## config.mk

```make
export PLATFORM = sky130hd
export DESIGN_NAME = universal_shift_register
export DESIGN_NICKNAME = d
export VERILOG_FILES = /design/src/rtl/universal_shift_register.sv
export SDC_FILE = /design/constraint.sdc
export NUM_CORES = 1
export LEC_CHECK = 0
export CORE_MARGIN = 2
export CORE_UTILIZATION = 45
export DETAILED_ROUTE_END_ITERATION = 8
export PLACE_DENSITY = 0.72
export SYNTH_ARGS = -nofsm -noshare
export SYNTH_HDL_FRONTEND = slang
export SYNTH_SLANG_ARGS = --single-unit
```

## constraint.sdc

```tcl
create_clock -name clk -period 2.35 [get_ports clk]
set_input_delay 0.235 -clock clk [delete_from_list [all_inputs] [get_ports clk]]
set_output_delay 0.235 -clock clk [all_outputs]
set_load 0.01 [all_outputs]
```

## src/rtl/universal_shift_register.sv

```systemverilog
`default_nettype none
// ============================================================================
// universal_shift_register : WIDTH-bit shift/rotate/load register with burst FSM
// Revision: 1.0
// ============================================================================
module universal_shift_register #(
  parameter int WIDTH = 4,
  parameter int CNT_W = 4
) (
  input  logic             clk,
  input  logic             rst_n,
  input  logic             en,
  input  logic [2:0]       mode,
  input  logic [WIDTH-1:0] pdata,
  input  logic             si_left,
  input  logic             si_right,
  input  logic [CNT_W-1:0] amount,
  input  logic             start,
  output logic [WIDTH-1:0] out,
  output logic             so_left,
  output logic             so_right,
  output logic             busy,
  output logic             done
);

  typedef enum logic [0:0] {
    S_IDLE = 1'b0,
    S_RUN  = 1'b1
  } state_t;

  state_t           r_state;
  logic [CNT_W-1:0] r_count;
  logic [2:0]       r_mode;

  logic [2:0]       w_op_mode;
  logic [WIDTH-1:0] w_out_nxt;
  logic             w_sol_nxt;
  logic             w_sor_nxt;
  logic             w_start_ok;

  // During a burst the latched mode drives the step, never the live input.
  assign w_op_mode  = (r_state == S_RUN) ? r_mode : mode;
  assign w_start_ok = (r_state == S_IDLE) && start && (mode != 3'd0) && (mode <= 3'd5);

  always_comb begin
    w_out_nxt = out;
    w_sol_nxt = so_left;
    w_sor_nxt = so_right;
    case (w_op_mode)
      3'd1: begin
        w_out_nxt = {si_left, out[WIDTH-1:1]};
        w_sor_nxt = out[0];
      end
      3'd2: begin
        w_out_nxt = {out[WIDTH-2:0], si_right};
        w_sol_nxt = out[WIDTH-1];
      end
      3'd3: begin
        w_out_nxt = {out[0], out[WIDTH-1:1]};
        w_sor_nxt = out[0];
      end
      3'd4: begin
        w_out_nxt = {out[WIDTH-2:0], out[WIDTH-1]};
        w_sol_nxt = out[WIDTH-1];
      end
      3'd5: begin
        w_out_nxt = {out[WIDTH-1], out[WIDTH-1:1]};
        w_sor_nxt = out[0];
      end
      3'd6:    w_out_nxt = pdata;
      3'd7:    w_out_nxt = '0;
      default: ;
    endcase
  end

  always_ff @(posedge clk or negedge rst_n) begin
    if (!rst_n) begin
      out      <= '0;
      so_left  <= 1'b0;
      so_right <= 1'b0;
      busy     <= 1'b0;
      done     <= 1'b0;
      r_state  <= S_IDLE;
      r_count  <= '0;
      r_mode   <= 3'd0;
    end else begin
      done <= 1'b0;
      case (r_state)
        S_IDLE: begin
          if (w_start_ok) begin
            // A zero-length burst completes immediately without touching the data.
            if (amount != '0) begin
              r_mode  <= mode;
              r_count <= amount;
              r_state <= S_RUN;
              busy    <= 1'b1;
            end else begin
              done <= 1'b1;
            end
          end else if (en) begin
            out      <= w_out_nxt;
            so_left  <= w_sol_nxt;
            so_right <= w_sor_nxt;
          end
        end
        S_RUN: begin
          out      <= w_out_nxt;
          so_left  <= w_sol_nxt;
          so_right <= w_sor_nxt;
          r_count  <= r_count - 1'b1;
          if (r_count == CNT_W'(1)) begin
            r_state <= S_IDLE;
            busy    <= 1'b0;
            done    <= 1'b1;
          end
        end
        default: r_state <= S_IDLE;
      endcase
    end
  end

endmodule
`default_nettype wire

```

==> results.md <==
* Clock skew at 0.00928 ns
* DIE HEIGHT at 53.8 µm
* Worst VDD drop at 663 µV
* Final setup TNS at 0 ns
* Outcome: complete, no violations
* R2r setup slk at 0.54 ns
* Critical path fanouts, max at 11
* WP data required at 2.54 ns
* Simple-Gate Fraction of Synth Area at 18.6%
* GR Util All Layers at 18.4%
* Post-synth EDFFs at 0
* Worst path cell trace: mux2i_4 > xnor2_1 > a21oi_1 > mux2_2
* Synth area leader: dfrtp_1
* Via density at 5.46
* Number of synthesized register bits at 16
* Minimum clock period at 1.81 ns
* Hold Fails Final Rpt at 0
* RePlAce Congestion at 0.816
* Slew Limit Fails at 0
* ANT cells at 0
* Synthesized area per cell at 9.78 µm²
* Remaining global-route overflow at 0
* Startpoint types: flop
* Pwr dens at 1260 nW/µm²
* Most common cell in the netlist: dfrtp_1
* Adder-Cell Fraction of Synth Area at 2.24%
* Final ANT Viol Nets at 0
* Largest family of logic cells by synthesized area: compound AO/OA/AOI/OAI gates
* Worst-path clk slew at 0.11 ns
* I/O Pins at 25
* DP HPWL at 1880 µm
* Worst r2r path cells at 4
* Longest Clk Path Bufs at 2
* First-pass GRT wire length at 3800 µm
* Htree depth at 1
* Post-Route Utilization at 59.2%
* Leak at 0.593 nW
* Multiplexer share of the synthesized area at 9.09%
* CP Class: reg2reg
* Yosys warnings at 0
* Total number of vias at 934
* Residual DRC at 0
* Number of global-route vias before repair at 887
* RR Startpoint: r_state
* Drt wl/cell at 13.9 µm
* CTS tree: yes
* Max-cap violations at 0
* Die X at 53.8 µm
* Worst Tran Pin Value at 0.734 ns
* # resized after CTS at 0
* DRT iter0 DRCs at 17
* Post-Synth XOR/XNOR Area at 3.14%
* Post-synth top cells: 16 x dfrtp_1, 8 x nor2_1, 7 x a21oi_1, 7 x nand2_1, 6 x inv_1
* Core Area at 2410 µm²
* RSZ-0062 raised after global routing: false
* # rows at 18
* Layout area overhead at 28.1%
* Drt pass-1 iters at 4
* Largest net degree at the start of global routing at 17
* Top delay family on crit path: flip-flops
* Critical path's slowest cell: dfrtp_1
* Worst path bufs/invs at 0
* Sink Count at 16
* Sequential area share after synthesis at 35.9%
* Port Buffers at 24
* Final WL at 2380 µm
* Final setup violation count at 0
* Critical path startpoint: r_state
* Synth Flop Type: dfrtp_1
* Post-synth top area share at 35.9%
* Initial antenna violation count at 0
* Hold Path Class: in2async
* Post-DP Area at 1390 µm²
* Cts bufs inserted at 3
* Synth Area in Compound Gates at 23.5%
* Nets at 161
* Post-synth ARST share at 100%
* WP depth at 4
* Arr. time, crit path at 1.99 ns
* Slowest stage delay, CP at 0.71 ns
* Initial core utilization at 46.3%
* Root Buffer: clkbuf_4
* Die area at 2890 µm²
* Postcts setup bufs at 0
* Design Area, Final at 1430 µm²
* Post-cts hold buffer count at 0
* Layout cells sized above 1 at 19.1%
* Hold_ws at 0.369 ns
* Synth area leaders: dfrtp_1 36%, a21oi_1 3.1%, mux2i_1 2.7%
* Worst setup EP type: flop
* Syn_nets at 133
* Slew margin rel. at 50.9%
* Synth Instances at 114
* Worst-Skew Late Latency at 0.29 ns
* Pwr Total at 1.80 mW
* Yosys cell types at 50
* Final period util at 76.9%
* Achievable Freq at 554 MHz
* Mapped cell area at 1110 µm²
[path summary, 6_finish.rpt]
kind	end
worst max-delay path	out[3]
worst min-delay path	so_left
worst max register to register	out[3]
worst min register to register	so_right
max in group asynchronous	r_count[3]
min in group clk	so_right
[per-stage QoR]
stage	instances	worst slack (ns)
2_1_floorplan	114	0.780
6_report	171	0.544
3_3_place_gp	167	0.338
4_1_cts	171	0.565
5_1_grt	171	0.488
3_5_place_dp	167	0.307
[flip-flops by register name, indices dropped and copies added (netlist names)]
name and cells:
out 4, r_count 4, r_mode 3, busy 1, done 1, r_state 1
so_left 1, so_right 1
[kinds of logic after synthesis]
group,Yosys count
buffers and inverters,16
and+or+nand+nor,33
AOI/OAI and AO/OA,35
muxes,8
adders and majority gates,2
xor gates and xnor gates,4
DFF,16
[area by class of cell]
cell class / instances / area (µm²)
fill: 207 / 982
multi-input combinational: 82 / 631
sequential: 16 / 400
timing repair buffer: 31 / 293
tap: 30 / 37.5
clock buffer: 4 / 36.3
inverter: 8 / 30.0
[placed cells by master (no fill, tap or decap), types with 3 or more instances in the layout]
cell type and n:
nor2_1 8, clkdlybuf4s50_1 24, buf_4 7, mux2i_1 3, o21ai_1 4, dfrtp_1 16
xnor2_1 3, clkbuf_4 3, inv_1 6, a21oi_1 7, nand2_1 7, a211oi_1 3
a22o_1 3, a31oi_1 3
[metal layers]
layer  up-vias  routed length (µm)  global-route usage, %
met4         0                  15                   6.41
met1       444                1120                   24.2
li1        470                   -                      -
met2        18                1140                   30.9
met3         2                 104                   2.50
met5         -                   0                      0
[where the power goes]
group	total [mW]	internal, mW	leakage, nW	switching, mW
Clock	0.187	0.0942	0.0210	0.0932
Sequential	0.583	0.411	0.194	0.172
Combinational	1.03	0.550	0.378	0.483
Note: power is estimated with default switching activity, not from simulation.
